## src/rtl/recirc_pkg.sv

```systemverilog
// Shared definitions for the recirculator / re-injector pair on the clk_2f domain.
// Both ends import this package so that word width, FIFO depth and the
// re-injector state encoding stay in agreement.
package recirc_pkg;

  // Default word width shared with the recirculator.
  localparam int RECIRC_DATA_W = 32;

  // Default re-injection FIFO depth (power of two, at least 2).
  localparam int RECIRC_DEPTH = 8;

  // Re-injector FSM states.
  typedef enum logic [1:0] {
    ST_COLLECT = 2'd0,
    ST_DRAIN   = 2'd1,
    ST_PASS    = 2'd2
  } state_t;

  // True when a pointer pair describes a completely full FIFO: the wrap bits
  // differ and the index bits match. Pointers are passed as 32-bit values so
  // the helper is independent of the FIFO depth.
  function automatic logic ptr_is_full(input logic [31:0] wr_ptr,
                                       input logic [31:0] rd_ptr,
                                       input int          aw);
    logic [31:0] w_diff;
    logic [31:0] w_msb;
    w_diff = wr_ptr ^ rd_ptr;
    w_msb  = 32'd1 << aw;
    return (w_diff == w_msb);
  endfunction

endpackage

```

## src/rtl/fifo_recirc.sv

```systemverilog
// Single-clock FIFO for the re-injector backlog.
// Pointers are one bit wider than the index so full and empty can be told
// apart; they wrap modulo 2*DEPTH. A push into a full FIFO with no
// simultaneous pop is dropped and leaves the contents untouched. The head
// word is presented combinationally on rdata.
module fifo_recirc
  import recirc_pkg::*;
#(
  parameter  int DATA_W = RECIRC_DATA_W,
  parameter  int DEPTH  = RECIRC_DEPTH,
  localparam int AW     = $clog2(DEPTH),
  localparam int CW     = AW + 1
) (
  input  logic              clk,
  input  logic              reset,
  input  logic              push,
  input  logic              pop,
  input  logic [DATA_W-1:0] wdata,
  output logic [DATA_W-1:0] rdata,
  output logic [CW-1:0]     count,
  output logic              full,
  output logic              empty
);

  logic [DATA_W-1:0] r_mem [DEPTH];
  logic [CW-1:0]     r_wr_ptr;
  logic [CW-1:0]     r_rd_ptr;
  logic              w_wr_en;
  logic              w_rd_en;

  // Status decoded straight from the registered pointers.
  assign empty = (r_wr_ptr == r_rd_ptr);
  assign full  = ptr_is_full(32'(r_wr_ptr), 32'(r_rd_ptr), AW);
  assign count = r_wr_ptr - r_rd_ptr;
  assign rdata = r_mem[r_rd_ptr[AW-1:0]];

  // A push is accepted unless full; a pop in the same cycle frees the slot.
  assign w_wr_en = push && (!full || pop);
  assign w_rd_en = pop && !empty;

  // Storage write; contents need no reset because the pointers define validity.
  always_ff @(posedge clk) begin
    if (w_wr_en) begin
      r_mem[r_wr_ptr[AW-1:0]] <= wdata;
    end
  end

  // Pointer update; reset discards the backlog by realigning both pointers.
  always_ff @(posedge clk) begin
    if (reset) begin
      r_wr_ptr <= {CW{1'b0}};
      r_rd_ptr <= {CW{1'b0}};
    end else begin
      if (w_wr_en) begin
        r_wr_ptr <= r_wr_ptr + {{(CW-1){1'b0}}, 1'b1};
      end else begin
        r_wr_ptr <= r_wr_ptr;
      end
      if (w_rd_en) begin
        r_rd_ptr <= r_rd_ptr + {{(CW-1){1'b0}}, 1'b1};
      end else begin
        r_rd_ptr <= r_rd_ptr;
      end
    end
  end

endmodule

```

## src/rtl/recirc_reinyector.sv

```systemverilog
// Return end of the recirculation path. While the lane is inactive it stores
// words diverted by the recirculator; when the lane becomes active it replays
// them in order ahead of fresh input, then settles into a registered
// pass-through of the fresh stream once the backlog is empty.
module recirc_reinyector
  import recirc_pkg::*;
#(
  parameter  int DATA_W = RECIRC_DATA_W,
  parameter  int DEPTH  = RECIRC_DEPTH,
  localparam int CW     = $clog2(DEPTH) + 1
) (
  input  logic              clk_2f,
  input  logic              reset,
  input  logic              active,
  input  logic [DATA_W-1:0] recirc_in,
  input  logic              recirc_valid,
  input  logic [DATA_W-1:0] data_in,
  input  logic              valid_in,
  output logic [DATA_W-1:0] data_out,
  output logic              valid_out,
  output logic [CW-1:0]     fifo_count,
  output logic              fifo_full,
  output logic              fifo_empty,
  output logic              overflow
);

  state_t            r_state;
  logic [DATA_W-1:0] r_data_out;
  logic              r_valid_out;
  logic              r_overflow;

  logic              w_push;
  logic              w_pop;
  logic              w_drop;
  logic              w_push_ok;
  logic [DATA_W-1:0] w_wdata;
  logic [DATA_W-1:0] w_head;
  logic [CW-1:0]     w_count;
  logic [CW-1:0]     w_count_next;
  logic              w_full;
  logic              w_empty;

  fifo_recirc #(
    .DATA_W (DATA_W),
    .DEPTH  (DEPTH)
  ) u_fifo (
    .clk    (clk_2f),
    .reset  (reset),
    .push   (w_push),
    .pop    (w_pop),
    .wdata  (w_wdata),
    .rdata  (w_head),
    .count  (w_count),
    .full   (w_full),
    .empty  (w_empty)
  );

  // Push source: recirculated words while inactive, fresh words while the
  // backlog is still being collected or drained, nothing once passing through.
  always_comb begin
    w_push  = 1'b0;
    w_wdata = recirc_in;
    if (!active) begin
      w_push  = recirc_valid;
      w_wdata = recirc_in;
    end else if (r_state != ST_PASS) begin
      w_push  = valid_in;
      w_wdata = data_in;
    end else begin
      w_push  = 1'b0;
      w_wdata = data_in;
    end
  end

  // Pop gating and occupancy after this cycle's push and pop.
  always_comb begin
    w_pop        = (r_state == ST_DRAIN) && active && !w_empty;
    w_drop       = w_push && w_full && !w_pop;
    w_push_ok    = w_push && !w_drop;
    w_count_next = w_count + {{(CW-1){1'b0}}, w_push_ok}
                           - {{(CW-1){1'b0}}, w_pop};
  end

  // FSM with registered downstream word, qualifier and sticky overflow flag.
  always_ff @(posedge clk_2f) begin
    if (reset) begin
      r_state     <= ST_COLLECT;
      r_data_out  <= {DATA_W{1'b0}};
      r_valid_out <= 1'b0;
      r_overflow  <= 1'b0;
    end else begin
      if (w_drop) begin
        r_overflow <= 1'b1;
      end else begin
        r_overflow <= r_overflow;
      end

      case (r_state)
        ST_COLLECT: begin
          r_valid_out <= 1'b0;
          if (!active) begin
            r_state <= ST_COLLECT;
          end else if (w_count_next != {CW{1'b0}}) begin
            r_state <= ST_DRAIN;
          end else begin
            r_state <= ST_PASS;
          end
        end
        ST_DRAIN: begin
          if (w_pop) begin
            r_data_out  <= w_head;
            r_valid_out <= 1'b1;
          end else begin
            r_valid_out <= 1'b0;
          end
          if (!active) begin
            r_state <= ST_COLLECT;
          end else if (w_count_next == {CW{1'b0}}) begin
            r_state <= ST_PASS;
          end else begin
            r_state <= ST_DRAIN;
          end
        end
        ST_PASS: begin
          r_data_out  <= data_in;
          r_valid_out <= valid_in;
          if (!active) begin
            r_state <= ST_COLLECT;
          end else begin
            r_state <= ST_PASS;
          end
        end
        default: begin
          r_valid_out <= 1'b0;
          r_state     <= ST_COLLECT;
        end
      endcase
    end
  end

  assign data_out   = r_data_out;
  assign valid_out  = r_valid_out;
  assign overflow   = r_overflow;
  assign fifo_count = w_count;
  assign fifo_full  = w_full;
  assign fifo_empty = w_empty;

endmodule

```

## config.mk

```make
export PLATFORM = sky130hd
export DESIGN_NAME = recirc_reinyector
export DESIGN_NICKNAME = d
export VERILOG_FILES = /design/src/rtl/recirc_pkg.sv /design/src/rtl/fifo_recirc.sv /design/src/rtl/recirc_reinyector.sv
export SDC_FILE = /design/constraint.sdc
export NUM_CORES = 1
export LEC_CHECK = 0
export BUFFER_PORTS_ARGS = -buffer_cell sky130_fd_sc_hd__buf_4
export CAP_MARGIN = 20
export CELL_PAD_IN_SITES_DETAIL_PLACEMENT = 1
export CELL_PAD_IN_SITES_GLOBAL_PLACEMENT = 1
export CORE_ASPECT_RATIO = 1.1
export CORE_UTILIZATION = 47
export CTS_CLUSTER_DIAMETER = 60
export DETAILED_ROUTE_END_ITERATION = 10
export PLACE_DENSITY_LB_ADDON = 0.1
export SYNTH_ARGS = -nofsm -noshare
export SYNTH_HDL_FRONTEND = slang
export SYNTH_SLANG_ARGS = --single-unit
export TNS_END_PERCENT = 1
```

## constraint.sdc

```tcl
create_clock -name clk_2f -period 4.45 [get_ports clk_2f]
set_input_delay 0.89 -clock clk_2f [delete_from_list [all_inputs] [get_ports clk_2f]]
set_output_delay 0.89 -clock clk_2f [all_outputs]
set_load 0.02 [all_outputs]
```

==> metrics.txt, run 1 <==
# TYPE chip_impl_metric gauge
chip_impl_metric{name="synth-warning-count",unit=""} 0
chip_impl_metric{name="worst_skew_pair.late_latency",unit="ns"} 0.54
chip_impl_metric{name="hpwlAfterDp",unit="mm"} 16.2
chip_impl_metric{name="die_width",unit="µm"} 158
chip_impl_info{name="worst_hold_path.endpoint",value="overflow"} 1
chip_impl_metric{name="final_antenna_net_count",unit=""} 0
chip_impl_info{name="timing.critical_path.cells",value="inv_1 -> ha_1 -> and3_1 -> a32oi_1 -> nand2b_1 -> nor2_4 -> buf_4"} 1
chip_impl_metric{name="globalplace.congestion",unit=""} 0.787
chip_impl_metric{name="cts_max_path_buffers",unit=""} 3
chip_impl_metric{name="synth_edf_count",unit=""} 256
chip_impl_metric{name="num_rows",unit=""} 62
chip_impl_metric{name="timing.max_slew.rel_slack",unit=""} 0.303
chip_impl_metric{name="timing.critical_path.required",unit="ns"} 4.69
chip_impl_info{name="rsz0062_at_grt",value="false"} 1
chip_impl_metric{name="fin_worst_hold_slack",unit="ns"} 0.477
chip_impl_metric{name="fin_skew",unit="ns"} 0.00983
chip_impl_metric{name="yosysSeqAreaShare",unit=""} 0.690
chip_impl_metric{name="detailedRoute.firstPassIterationCount",unit=""} 4
chip_impl_metric{name="worst_pin_slew",unit="ns"} 1.04
chip_impl_metric{name="final_net_count",unit=""} 831
chip_impl_metric{name="post_synth_inst_count",unit=""} 627
chip_impl_metric{name="via_count_of_the_first_global_routing_pass",unit=""} 6795
chip_impl_metric{name="hold_path_depth",unit=""} 2
chip_impl_metric{name="core_area",unit="mm²"} 0.0261
chip_impl_info{name="setup.worst_path.start_class",value="flip-flop"} 1
chip_impl_metric{name="antenna_found_initial",unit=""} 0
chip_impl_metric{name="globalRouteOverflowTotal",unit=""} 0
chip_impl_info{name="class_of_the_worst_hold_path",value="flip-flop to flip-flop"} 1
chip_impl_info{name="worst_setup_path_startpoint",value="u_fifo.r_wr_ptr[0]"} 1
chip_impl_metric{name="post-route-drc-count",unit=""} 0
chip_impl_metric{name="dr_total_vias",unit=""} 6212
chip_impl_metric{name="die_height",unit="µm"} 173
chip_impl_metric{name="pin_count",unit=""} 109
chip_impl_metric{name="switching_power",unit="mW"} 1.48
chip_impl_metric{name="combPwrFrac",unit=""} 0.122
chip_impl_info{name="clock-root-buffer",value="sky130_fd_sc_hd__clkbuf_16"} 1
chip_impl_metric{name="global_route_wire_length_before_repair",unit="mm"} 40.2
chip_impl_metric{name="synth_simple_gate_area_frac",unit=""} 0.0166
chip_impl_metric{name="critical-path-max-stage-delay",unit="ns"} 0.67
chip_impl_metric{name="die_area",unit="mm²"} 0.0273
chip_impl_metric{name="clkPwrFrac",unit=""} 0.367
chip_impl_metric{name="clk_pin_slew_worst_paths",unit="ns"} 0.06
chip_impl_metric{name="syn-cell-area",unit="mm²"} 0.0125
chip_impl_metric{name="synth_xor_area_frac",unit=""} 0.00840
chip_impl_metric{name="vdd_drop_max",unit="V"} 0.000294
chip_impl_metric{name="synthArstFlopShare",unit=""} 0
chip_impl_info{name="tritoncts",value="yes"} 1
chip_impl_metric{name="worst-r2r-setup-slack",unit="ns"} 1.19
chip_impl_metric{name="cts_resized",unit=""} 0
chip_impl_metric{name="final.period_utilization",unit=""} 0.733
chip_impl_metric{name="initial_utilization",unit=""} 0.479
chip_impl_metric{name="wl",unit="mm"} 26.2
chip_impl_metric{name="synth.ff_latch_count",unit=""} 303
chip_impl_metric{name="setup-violations-final",unit=""} 0
chip_impl_metric{name="final_max_tran_viols",unit=""} 0
chip_impl_metric{name="cts_hold_buffers",unit=""} 0
chip_impl_info{name="r2r-end",value="u_fifo.r_mem[3][16]"} 1
chip_impl_metric{name="numCtsBuffers",unit=""} 29
chip_impl_metric{name="power.internal",unit="mW"} 4.97
chip_impl_metric{name="layout-drive-gt1-share",unit=""} 0.361
chip_impl_info{name="hold_path_startpoint",value="overflow"} 1
chip_impl_info{name="timing.rr.start",value="u_fifo.r_wr_ptr[0]"} 1
chip_impl_metric{name="syn_area_per_cell",unit="µm²"} 20.0
chip_impl_metric{name="hold_violations",unit=""} 0
chip_impl_metric{name="sw_frac_of_total",unit=""} 0.230
chip_impl_metric{name="cts.sinks",unit=""} 303
chip_impl_metric{name="nFillCells",unit=""} 2327
chip_impl_metric{name="synth.distinct_cells",unit=""} 35
chip_impl_metric{name="number_of_h_tree_levels",unit=""} 1
chip_impl_metric{name="timing.reg2reg.worst_path_depth",unit=""} 7
chip_impl_metric{name="syn_nets",unit=""} 710
chip_impl_metric{name="vias_per_cell",unit=""} 5.54
chip_impl_metric{name="synth-compound-area-share",unit=""} 0.0299
chip_impl_metric{name="wire_per_inst",unit="µm"} 23.3
chip_impl_metric{name="crit_arrival",unit="ns"} 3.50
chip_impl_info{name="largest_family_of_logic_cells_by_synthesized_area",value="multiplexers"} 1
chip_impl_metric{name="n_antenna_cell",unit=""} 0
chip_impl_metric{name="period_needed",unit="ns"} 3.26
chip_impl_metric{name="sequentialPowerShare",unit=""} 0.511
chip_impl_info{name="critical_path_class",value="flip-flop to flip-flop"} 1
chip_impl_metric{name="synth_fa_ha_area_frac",unit=""} 0.0152
chip_impl_metric{name="setup_tns",unit="ns"} 0
chip_impl_info{name="run_status",value="completed"} 1
chip_impl_metric{name="critPathMaxFanout",unit=""} 19
chip_impl_metric{name="timing.max_cap.violations",unit=""} 0
chip_impl_metric{name="clock.fmax",unit="GHz"} 0.307
chip_impl_metric{name="portBuffers",unit=""} 108
chip_impl_metric{name="grt_usage",unit=""} 0.199
chip_impl_info{name="critical_path.slowest_cell",value="sky130_fd_sc_hd__nor2_4"} 1
chip_impl_metric{name="mux_cell_area_share_after_synthesis",unit=""} 0.220
chip_impl_metric{name="layout_overhead_on_the_synthesized_area",unit="%"} 17.5
chip_impl_info{name="setup.worst_path.end_class",value="flip-flop"} 1
chip_impl_metric{name="largest_net_degree_at_the_start_of_global_routing",unit=""} 53
chip_impl_info{name="synth_top_flop_cell",value="sky130_fd_sc_hd__edfxtp_1"} 1
chip_impl_metric{name="p_per_cell_area",unit="mW/mm²"} 439
chip_impl_metric{name="fin_total_pwr",unit="mW"} 6.45
chip_impl_metric{name="p_leak",unit="nW"} 5.04
chip_impl_metric{name="drc_marker_count_from_the_first_detailed_route_iteration",unit=""} 234
chip_impl_metric{name="postCtsSetupRepairBufs",unit=""} 0
[metrics by stage]
stage	area, µm²	std cells	setup WS, ns	utilization
after detailed placement	13800	1069	0.727	0.527
after CTS	14700	1122	1.18	0.562
after global placement	13800	1069	0.845	0.527
after global routing	14700	1122	0.997	0.562
after floorplan	12500	627	0.0309	-
final	14700	1122	1.19	0.562
[worst max-delay path, delay by kind of cell (launching register included)]
family	cells	cell delay [ns]
AND/OR/NAND/NOR	3	1.23
AO/OA/AOI/OAI	1	0.51
flip-flops	1	0.48
buffers and inverters	2	0.42
adder cells (fa/ha/maj)	1	0.32
[metal layers]
metal  vias up  global-route usage  share of wire
met1      3198               0.259           0.43
met3        41              0.0243          0.032
met4         0              0.0542          0.020
met5         -                   0              0
met2       143               0.350           0.51
li1       2830                   -              -
[cell type report]
type | instances | area, µm² | area share
clock buffers | 42 | 805 | 0.0547
clock inverters | 11 | 109 | 0.00740
inverters | 10 | 37.5 | 0.00255
multi-input cells | 280 | 3710 | 0.252
flip-flops and latches | 303 | 8630 | 0.587
well taps | 352 | 440 | 0.0300
repair buffers | 124 | 968 | 0.0659
[synth_stat cells (2+ instances only)]
master / n / share of area
sky130_fd_sc_hd__xor2_1: 4 / 0.0028
sky130_fd_sc_hd__nand2b_1: 3 / 0.0015
sky130_fd_sc_hd__ha_1: 12 / 0.012
sky130_fd_sc_hd__a22o_1: 33 / 0.023
sky130_fd_sc_hd__buf_2: 7 / 0.0028
sky130_fd_sc_hd__clkbuf_1: 9 / 0.0027
sky130_fd_sc_hd__nor3b_1: 2 / 0.0012
sky130_fd_sc_hd__inv_1: 10 / 0.0030
sky130_fd_sc_hd__mux4_1: 60 / 0.13
sky130_fd_sc_hd__nor3_1: 3 / 0.0012
sky130_fd_sc_hd__nand2_1: 9 / 0.0027
sky130_fd_sc_hd__edfxtp_1: 256 / 0.61
sky130_fd_sc_hd__buf_1: 9 / 0.0027
sky130_fd_sc_hd__a21oi_1: 8 / 0.0032
sky130_fd_sc_hd__buf_6: 7 / 0.0063
sky130_fd_sc_hd__mux2_2: 96 / 0.086
sky130_fd_sc_hd__buf_8: 2 / 0.0024
sky130_fd_sc_hd__o21ai_0: 4 / 0.0016
sky130_fd_sc_hd__xnor2_1: 8 / 0.0056
sky130_fd_sc_hd__nor2_1: 20 / 0.0060
sky130_fd_sc_hd__fa_1: 2 / 0.0032
sky130_fd_sc_hd__dfxtp_1: 47 / 0.075
sky130_fd_sc_hd__mux4_2: 4 / 0.0072
[kinds of logic after synthesis]
kind of cell | after synthesis
xor gates and xnor gates | 12
AOI/OAI and AO/OA | 48
and+or+nand+nor | 45
adders and majority gates | 14
muxes | 161
buffers and inverters | 44
DFF | 303
[cell usage in the layout (no fill, tap or decap), drive strengths merged, types with 2 or more instances in the layout]
master,instances
a21oi,9
a22o,33
buf,124
bufinv,2
clkbuf,42
clkinv,6
clkinvlp,2
dfxtp,47
edfxtp,256
fa,2
ha,12
inv,11
mux2,96
mux4,64
nand2,9
nand2b,3
nor2,20
nor3,3
nor3b,2
o21ai,4
xnor2,8
xor2,4
[worst max-delay path by stage]
stage | end | slack, ns | depth (start not counted)
finish | u_fifo.r_mem[3][16] | 1.19 | 7
global route | u_fifo.r_mem[3][16] | 1.0 | 7
CTS | u_fifo.r_mem[3][16] | 1.18 | 7
detailed placement | u_fifo.r_mem[3][11] | 0.73 | 6
global placement | u_fifo.r_mem[3][6] | 0.84 | 6
floorplan | u_fifo.r_mem[4][0] | 0.03 | 5
[power groups by stage]
stage          Combinational, mW  Sequential [mW]  Clock [mW]
2_1_floorplan              0.458             3.39           0
3_3_place_gp               0.775             3.35           0
3_5_place_dp               0.795             3.36           0
4_1_cts                    0.799             3.30        2.42
5_1_grt                    0.856             3.31        2.51
6_report                   0.786             3.30        2.37
[registers in the layout, summed over array words and instances, names as in the netlist, named ones only]
name	cells
u_fifo.r_mem	256
overflow	1
u_fifo.r_rd_ptr	4
u_fifo.r_wr_ptr	4
valid_out	1
data_out	32
r_state	2
No activity file was read; power rests on OpenSTA's default activity.
==> run 2: changes to the inputs <==
CORE_UTILIZATION = 52   (was 47)
clock period = 3.15 ns   (was 4.45 ns; I/O delays follow)
==> run 2 against run 1 <==
Critical path type is now flip-flop to primary output. Utilization grew 7.2 points. Non-clock buffer count is 11 higher. Critical path depth unchanged. Power up 47%. First-iteration DRC count is 52% higher. Final cell count shrank 2.9%.
==> metrics.txt, run 2 (same netlist as run 1, synthesis figures left out) <==
# TYPE chip_impl_metric gauge
chip_impl_metric{name="worst_pin_slew",unit="ns"} 1.01
chip_impl_info{name="critical_path_class",value="flip-flop to primary output"} 1
chip_impl_metric{name="die_height",unit="µm"} 165
chip_impl_metric{name="clock.fmax",unit="GHz"} 0.342
chip_impl_metric{name="hold_violations",unit=""} 0
chip_impl_metric{name="portBuffers",unit=""} 108
chip_impl_metric{name="placed_cell_area",unit="mm²"} 0.0139
chip_impl_metric{name="cts_max_path_buffers",unit=""} 3
chip_impl_metric{name="globalRouteMet3Util",unit=""} 0.0249
chip_impl_metric{name="finalInstanceArea",unit="mm²"} 0.0150
chip_impl_metric{name="timing.max_slew.rel_slack",unit=""} 0.327
chip_impl_info{name="class_of_the_worst_hold_path",value="input port to flip-flop"} 1
chip_impl_metric{name="grt_usage",unit=""} 0.227
chip_impl_info{name="critical_path.slowest_cell",value="sky130_fd_sc_hd__dfxtp_1"} 1
chip_impl_metric{name="p_per_cell_area",unit="mW/mm²"} 634
chip_impl_info{name="setup.worst_path.end_class",value="primary output"} 1
chip_impl_metric{name="finalNonFillerCells",unit=""} 1089
chip_impl_info{name="cpMostUsedCell",value="sky130_fd_sc_hd__inv_1"} 1
chip_impl_info{name="worst_setup_path_startpoint",value="u_fifo.r_wr_ptr[0]"} 1
chip_impl_metric{name="post-route-drc-count",unit=""} 0
chip_impl_metric{name="setup-violations-final",unit=""} 0
chip_impl_info{name="layout_commonest_cell",value="sky130_fd_sc_hd__edfxtp_1"} 1
chip_impl_metric{name="pin_count",unit=""} 109
chip_impl_metric{name="cts_resized",unit=""} 0
chip_impl_metric{name="largest_net_degree_at_the_start_of_global_routing",unit=""} 36
chip_impl_metric{name="worst_skew_pair.late_latency",unit="ns"} 0.56
chip_impl_metric{name="drc_marker_count_from_the_first_detailed_route_iteration",unit=""} 355
chip_impl_metric{name="placed_cells_incl_taps",unit=""} 1033
chip_impl_metric{name="layout-drive-gt1-share",unit=""} 0.384
chip_impl_metric{name="die_width",unit="µm"} 150
chip_impl_metric{name="timing.critical_path.required",unit="ns"} 2.52
chip_impl_metric{name="globalplace.congestion",unit=""} 0.759
chip_impl_info{name="run_status",value="completed"} 1
chip_impl_info{name="timing.rr.start",value="u_fifo.r_wr_ptr[0]"} 1
chip_impl_info{name="r2r-end",value="r_state[1]"} 1
chip_impl_info{name="rsz0062_at_grt",value="false"} 1
chip_impl_metric{name="final_max_tran_viols",unit=""} 0
chip_impl_metric{name="globalRouteOverflowTotal",unit=""} 0
chip_impl_metric{name="timing.reg2reg.worst_path_depth",unit=""} 12
chip_impl_metric{name="wl",unit="mm"} 27.2
chip_impl_info{name="top_usage_layer",value="met2"} 1
chip_impl_metric{name="timing.max_cap.violations",unit=""} 0
chip_impl_metric{name="crit_arrival",unit="ns"} 2.30
chip_impl_metric{name="hpwlAfterDp",unit="mm"} 16.6
chip_impl_metric{name="final_antenna_net_count",unit=""} 0
chip_impl_metric{name="cts.sinks",unit=""} 303
chip_impl_metric{name="number_of_h_tree_levels",unit=""} 1
chip_impl_metric{name="n_antenna_cell",unit=""} 0
chip_impl_metric{name="detailedRoute.firstPassIterationCount",unit=""} 4
chip_impl_metric{name="clk_pin_slew_worst_paths",unit="ns"} 0.06
chip_impl_metric{name="final.period_utilization",unit=""} 0.929
chip_impl_metric{name="layout_overhead_on_the_synthesized_area",unit="%"} 19.7
chip_impl_metric{name="largest_register_ffs",unit=""} 256
chip_impl_metric{name="die_area",unit="mm²"} 0.0247
chip_impl_info{name="tritoncts",value="yes"} 1
chip_impl_info{name="timing.critical_path.cells",value="inv_1 -> ha_1 -> inv_1 -> fa_1 -> xnor2_1 -> inv_1 -> buf_4"} 1
chip_impl_metric{name="worst-r2r-setup-slack",unit="ns"} 0.25
chip_impl_metric{name="global_route_wire_length_before_repair",unit="mm"} 41.1
chip_impl_metric{name="via_count_of_the_first_global_routing_pass",unit=""} 7018
chip_impl_metric{name="critPathMaxFanout",unit=""} 7
chip_impl_metric{name="initial_utilization",unit=""} 0.530
chip_impl_metric{name="core_area",unit="mm²"} 0.0236
chip_impl_metric{name="p_leak",unit="nW"} 5.19
chip_impl_metric{name="grt_use_met2",unit=""} 0.408
chip_impl_metric{name="period_needed",unit="ns"} 2.93
chip_impl_metric{name="cts_hold_buffers",unit=""} 0
chip_impl_metric{name="grt_use_met1",unit=""} 0.297
chip_impl_metric{name="setup_tns",unit="ns"} 0
chip_impl_info{name="most-common-layout-cells",value="sky130_fd_sc_hd__edfxtp_1 (256), sky130_fd_sc_hd__buf_4 (123), sky130_fd_sc_hd__mux2_2 (96), sky130_fd_sc_hd__mux4_1 (60), sky130_fd_sc_hd__dfxtp_1 (44)"} 1
chip_impl_metric{name="wire_per_inst",unit="µm"} 25.0
chip_impl_metric{name="critical-path-max-stage-delay",unit="ns"} 0.42
chip_impl_info{name="setup.worst_path.start_class",value="flip-flop"} 1
chip_impl_metric{name="final_net_count",unit=""} 843
chip_impl_metric{name="antenna_found_initial",unit=""} 0
chip_impl_metric{name="numCtsBuffers",unit=""} 30
chip_impl_metric{name="fin_skew",unit="ns"} 0.0213
chip_impl_metric{name="num_rows",unit=""} 59
chip_impl_metric{name="vias_per_cell",unit=""} 5.89
chip_impl_info{name="worstSetupEndpoint",value="fifo_count[2]"} 1
chip_impl_metric{name="dr_total_vias",unit=""} 6411
chip_impl_metric{name="postCtsSetupRepairBufs",unit=""} 0
chip_impl_info{name="clock-root-buffer",value="sky130_fd_sc_hd__clkbuf_16"} 1
chip_impl_metric{name="vdd_drop_max",unit="V"} 0.000589
## run 2: changes by cell type in the layout (fill, tap and decap cells not counted), sizes merged
cell and change:
clkinvlp +1, bufinv +1, inv -1, clkinv +2, buf +11
## run 2: worst min path at each step
stage / from / to / slack [ns] / cells past startpoint
after floorplan: u_fifo.r_wr_ptr[3] / u_fifo.r_wr_ptr[3] / 0.49 / 2
after global placement: data_out[25] / data_out[25] / 0.46 / 1
after detailed placement: data_out[28] / data_out[28] / 0.47 / 1
after CTS: reset / flip-flop / 0.38 / 2
after global routing: reset / flip-flop / 0.40 / 2
final: reset / flip-flop / 0.41 / 2
## run 2: metrics by stage
stage	hold slack (ns)	utilization	setup WS (ns)	power (mW)
after CTS	0.384	0.634	0.181	9.58
after floorplan	0.495	-	-0.300	5.43
final	0.407	0.634	0.224	9.49
after global routing	0.398	0.634	0.0593	9.79
after global placement	0.462	0.590	0.312	5.84
after detailed placement	0.472	0.590	0.272	5.92
## run 2: worst max-delay path, delay by kind of cell (launching register included)
family,cells,cell delay [ns]
buf+inv,4,0.44
fa+ha+maj,2,0.55
xor+xnor,1,0.34
flops,1,0.42
## run 2: routing by layer
metal | part of all wire | up-vias
li1 | - | 2862
met4 | 0.017 | 0
met5 | 0 | -
met3 | 0.032 | 37
met2 | 0.53 | 138
met1 | 0.42 | 3374
## run 2: final cells by class
type	count	area, µm²
timing repair buffer	135	1160
inverter	10	37.5
clock buffer	42	866
clock inverter	14	171
multi-input combinational	280	3720
sequential	303	8630
fill	1985	8650
tap	305	382
## run 2: power by group
group | total (mW) | leakage (nW) | internal [mW] | switching (mW)
Combinational | 1.17 | 1.98 | 0.547 | 0.620
Clock | 3.66 | 0.503 | 2.17 | 1.49
Sequential | 4.66 | 2.70 | 4.57 | 0.0895
Total | 9.49 | 5.19 | 7.29 | 2.20
==> run 3: changes to the inputs <==
ABC_AREA = 1   (was default)
CORE_UTILIZATION = 47   (was 52)
==> run 3 against run 2 <==
Critical path depth rose by 10. Clock power rose by 3%. Synthesized cell count rose by 99%. Clock skew fell by 0.0066 ns. Sequential power barely moved. Via count rose by 50%. Sequential share of layout area fell by 0.99 points. Cell area rose by 1.7%. Routed wire length rose by 35%. First-iteration DRC count rose by 84%. Register-to-register slack improved by 0.04 ns. Critical path type is now flip-flop to flip-flop. Critical endpoint is now r_state[0].
==> metrics.txt, run 3 <==
# TYPE chip_impl_metric gauge
chip_impl_info{name="run_status",value="completed"} 1
chip_impl_metric{name="period_needed",unit="ns"} 2.86
chip_impl_info{name="clock-root-buffer",value="sky130_fd_sc_hd__clkbuf_16"} 1
chip_impl_metric{name="hpwlAfterDp",unit="mm"} 21.3
chip_impl_metric{name="antenna_found_initial",unit=""} 0
chip_impl_info{name="setup.worst_path.start_class",value="flip-flop"} 1
chip_impl_metric{name="layout-drive-gt1-share",unit=""} 0.153
chip_impl_info{name="r2r-end",value="r_state[0]"} 1
chip_impl_metric{name="core_occupancy_in_the_finished_layout",unit=""} 0.563
chip_impl_metric{name="p_per_cell_area",unit="mW/mm²"} 649
chip_impl_info{name="most-common-layout-cells",value="sky130_fd_sc_hd__nand2_1 (480), sky130_fd_sc_hd__edfxtp_1 (256), sky130_fd_sc_hd__nand3_1 (165), sky130_fd_sc_hd__buf_4 (128), sky130_fd_sc_hd__dfxtp_1 (45)"} 1
chip_impl_metric{name="syn_nets",unit=""} 1333
chip_impl_metric{name="clock.fmax",unit="GHz"} 0.349
chip_impl_metric{name="crit_arrival",unit="ns"} 3.32
chip_impl_metric{name="synth-compound-area-share",unit=""} 0.0585
chip_impl_info{name="post-synth-top-area-cell",value="sky130_fd_sc_hd__edfxtp_1"} 1
chip_impl_info{name="critical_path_class",value="flip-flop to flip-flop"} 1
chip_impl_metric{name="number_of_h_tree_levels",unit=""} 1
chip_impl_metric{name="dr_total_vias",unit=""} 9596
chip_impl_metric{name="yosysSeqAreaShare",unit=""} 0.667
chip_impl_metric{name="final_net_count",unit=""} 1424
chip_impl_metric{name="vdd_drop_max",unit="V"} 0.000425
chip_impl_metric{name="globalRouteOverflowTotal",unit=""} 0
chip_impl_metric{name="worst-r2r-setup-slack",unit="ns"} 0.29
chip_impl_metric{name="syn_area_per_cell",unit="µm²"} 10.3
chip_impl_metric{name="n_antenna_cell",unit=""} 0
chip_impl_metric{name="synth_fa_ha_area_frac",unit=""} 0.0147
chip_impl_metric{name="synth.ff_latch_count",unit=""} 303
chip_impl_info{name="setup.worst_path.end_class",value="flip-flop"} 1
chip_impl_info{name="most_instantiated_library_cell_after_synthesis",value="sky130_fd_sc_hd__nand2_1"} 1
chip_impl_metric{name="num_rows",unit=""} 63
chip_impl_info{name="rsz0062_at_grt",value="false"} 1
chip_impl_info{name="synth_top_flop_cell",value="sky130_fd_sc_hd__edfxtp_1"} 1
chip_impl_metric{name="fin_total_pwr",unit="mW"} 9.89
chip_impl_metric{name="wl",unit="mm"} 36.8
chip_impl_metric{name="layout_overhead_on_the_synthesized_area",unit="%"} 17.8
chip_impl_metric{name="die_height",unit="µm"} 176
chip_impl_info{name="layout_commonest_cell",value="sky130_fd_sc_hd__nand2_1"} 1
chip_impl_metric{name="pin_count",unit=""} 109
chip_impl_metric{name="p_leak",unit="nW"} 6.27
chip_impl_metric{name="finalInstanceArea",unit="mm²"} 0.0152
chip_impl_metric{name="initial_utilization",unit=""} 0.478
chip_impl_info{name="tritoncts",value="yes"} 1
chip_impl_metric{name="cts_hold_buffers",unit=""} 0
chip_impl_metric{name="post-route-drc-count",unit=""} 0
chip_impl_metric{name="post_synth_inst_count",unit=""} 1250
chip_impl_metric{name="synth_edf_count",unit=""} 256
chip_impl_metric{name="global_route_wire_length_before_repair",unit="mm"} 57.1
chip_impl_metric{name="setup_tns",unit="ns"} 0
chip_impl_metric{name="die_width",unit="µm"} 160
chip_impl_metric{name="largest_net_degree_at_the_start_of_global_routing",unit=""} 104
chip_impl_metric{name="worst_skew_pair.late_latency",unit="ns"} 0.57
chip_impl_metric{name="hold_violations",unit=""} 0
chip_impl_metric{name="final_antenna_net_count",unit=""} 0
chip_impl_metric{name="critical-path-max-stage-delay",unit="ns"} 0.48
chip_impl_metric{name="placed_cell_area",unit="mm²"} 0.0142
chip_impl_metric{name="synth-warning-count",unit=""} 0
chip_impl_metric{name="cts_max_path_buffers",unit=""} 3
chip_impl_metric{name="grt_usage",unit=""} 0.265
chip_impl_metric{name="synthArstFlopShare",unit=""} 0
chip_impl_metric{name="core_area",unit="mm²"} 0.0270
chip_impl_info{name="cpMostUsedCell",value="sky130_fd_sc_hd__nand2_1"} 1
chip_impl_info{name="worst_setup_path_startpoint",value="u_fifo.r_wr_ptr[0]"} 1
chip_impl_metric{name="timing.max_slew.rel_slack",unit=""} 0.508
chip_impl_metric{name="final.period_utilization",unit=""} 0.908
chip_impl_metric{name="vias_per_cell",unit=""} 5.57
chip_impl_info{name="worstSetupEndpoint",value="r_state[0]"} 1
chip_impl_info{name="class_of_the_worst_hold_path",value="input port to flip-flop"} 1
chip_impl_info{name="timing.rr.start",value="u_fifo.r_wr_ptr[0]"} 1
chip_impl_metric{name="drc_marker_count_from_the_first_detailed_route_iteration",unit=""} 654
chip_impl_metric{name="postCtsSetupRepairBufs",unit=""} 0
chip_impl_metric{name="critPathMaxFanout",unit=""} 5
chip_impl_info{name="yosys-top-cells-count",value="sky130_fd_sc_hd__nand2_1 (480), sky130_fd_sc_hd__edfxtp_1 (256), sky130_fd_sc_hd__nand3_1 (165)"} 1
chip_impl_metric{name="worst_pin_slew",unit="ns"} 0.738
chip_impl_info{name="cp_top_family",value="adder cells"} 1
chip_impl_metric{name="die_area",unit="mm²"} 0.0282
chip_impl_metric{name="cts_resized",unit=""} 0
chip_impl_metric{name="globalplace.congestion",unit=""} 0.764
chip_impl_metric{name="numCtsBuffers",unit=""} 31
chip_impl_info{name="critical_path.slowest_cell",value="sky130_fd_sc_hd__fa_1"} 1
chip_impl_info{name="largest_family_of_logic_cells_by_synthesized_area",value="simple AND/OR/NAND/NOR gates"} 1
chip_impl_metric{name="portBuffers",unit=""} 108
chip_impl_metric{name="synth.distinct_cells",unit=""} 28
chip_impl_info{name="timing.critical_path.cells",value="inv_1 -> ha_1 -> nand3_1 -> nor2_1 -> nand2_1 -> nand2_2 -> inv_1 -> nand2_1 -> nand2_1 -> ha_1 -> fa_1 -> nor2_1 -> o21ai_0 -> a21oi_1 -> nand3_1 -> nand2_1 -> inv_1"} 1
chip_impl_metric{name="timing.max_cap.violations",unit=""} 0
chip_impl_metric{name="synth_xor_area_frac",unit=""} 0.00135
chip_impl_metric{name="final_max_tran_viols",unit=""} 0
chip_impl_metric{name="wire_per_inst",unit="µm"} 21.4
chip_impl_metric{name="setup-violations-final",unit=""} 0
chip_impl_metric{name="path_buf_inv",unit=""} 3
chip_impl_metric{name="fin_skew",unit="ns"} 0.0147
chip_impl_metric{name="via_count_of_the_first_global_routing_pass",unit=""} 10198
chip_impl_metric{name="detailedRoute.firstPassIterationCount",unit=""} 5
chip_impl_metric{name="timing.reg2reg.worst_path_depth",unit=""} 17
chip_impl_metric{name="clk_pin_slew_worst_paths",unit="ns"} 0.06
chip_impl_metric{name="synth_simple_gate_area_frac",unit=""} 0.219
chip_impl_metric{name="number_of_stages_on_the_worst_setup_path",unit=""} 17
chip_impl_metric{name="synthDominantCellAreaShare",unit=""} 0.594
chip_impl_metric{name="nFillCells",unit=""} 2904
chip_impl_metric{name="largest_register_ffs",unit=""} 256
chip_impl_metric{name="timing.critical_path.required",unit="ns"} 3.61
chip_impl_metric{name="syn-cell-area",unit="mm²"} 0.0129
chip_impl_metric{name="cts.sinks",unit=""} 303
chip_impl_info{name="netlist_top_cells_area",value="sky130_fd_sc_hd__edfxtp_1 (59%), sky130_fd_sc_hd__nand2_1 (14%), sky130_fd_sc_hd__dfxtp_1 (7.3%)"} 1
chip_impl_metric{name="mux_cell_area_share_after_synthesis",unit=""} 0
-- run 3: layout make-up --
type | instances | area, µm² | share of cell area
Clock inverter | 14 | 175 | 0.0115
Inverter | 32 | 121 | 0.00797
Sequential cell | 303 | 8630 | 0.567
Timing Repair Buffer | 136 | 1120 | 0.0736
Clock buffer | 44 | 875 | 0.0574
Multi-Input combinational cell | 837 | 3860 | 0.254
Tap cell | 357 | 447 | 0.0293
-- run 3: metal layers --
layer,GRT usage,vias to the layer above,share of wire
met5,0,-,0
met4,0.0901,0,0.027
met3,0.0287,68,0.054
met2,0.480,281,0.52
met1,0.330,4780,0.40
li1,-,4467,-
-- run 3: power breakdown --
| part | internal, mW | leakage (nW) | switching, mW |
|---|---|---|---|
| Clock | 2.25 | 0.511 | 1.53 |
| Combinational | 0.482 | 3.04 | 0.970 |
| Sequential | 4.57 | 2.72 | 0.0916 |
| Total | 7.30 | 6.27 | 2.59 |
-- run 3: kinds of logic after synthesis --
| kind of cell | Yosys count |
|---|---|
| compound gates | 128 |
| xor+xnor | 2 |
| fa+ha+maj | 14 |
| buf+inv | 110 |
| flops | 303 |
| simple gates | 693 |
-- run 3: worst min path at each step --
stage	startpoint	to	slack, ns	cells after the start
6_report	reset	u_fifo.r_rd_ptr[3]	0.32	2
5_1_grt	reset	u_fifo.r_rd_ptr[3]	0.31	2
4_1_cts	reset	u_fifo.r_rd_ptr[3]	0.30	2
3_5_place_dp	u_fifo.r_rd_ptr[3]	u_fifo.r_rd_ptr[3]	0.49	2
3_3_place_gp	u_fifo.r_rd_ptr[3]	u_fifo.r_rd_ptr[3]	0.48	2
2_1_floorplan	u_fifo.r_rd_ptr[3]	u_fifo.r_rd_ptr[3]	0.45	2
-- run 3: metrics by stage --
stage | std cells | hold slack (ns) | setup slack, ns
6_report | 1723 | 0.316 | 0.289
5_1_grt | 1723 | 0.311 | 0.0685
4_1_cts | 1723 | 0.304 | 0.263
3_5_place_dp | 1665 | 0.486 | 0.283
3_3_place_gp | 1665 | 0.477 | 0.371
2_1_floorplan | 1250 | 0.452 | 0.0436
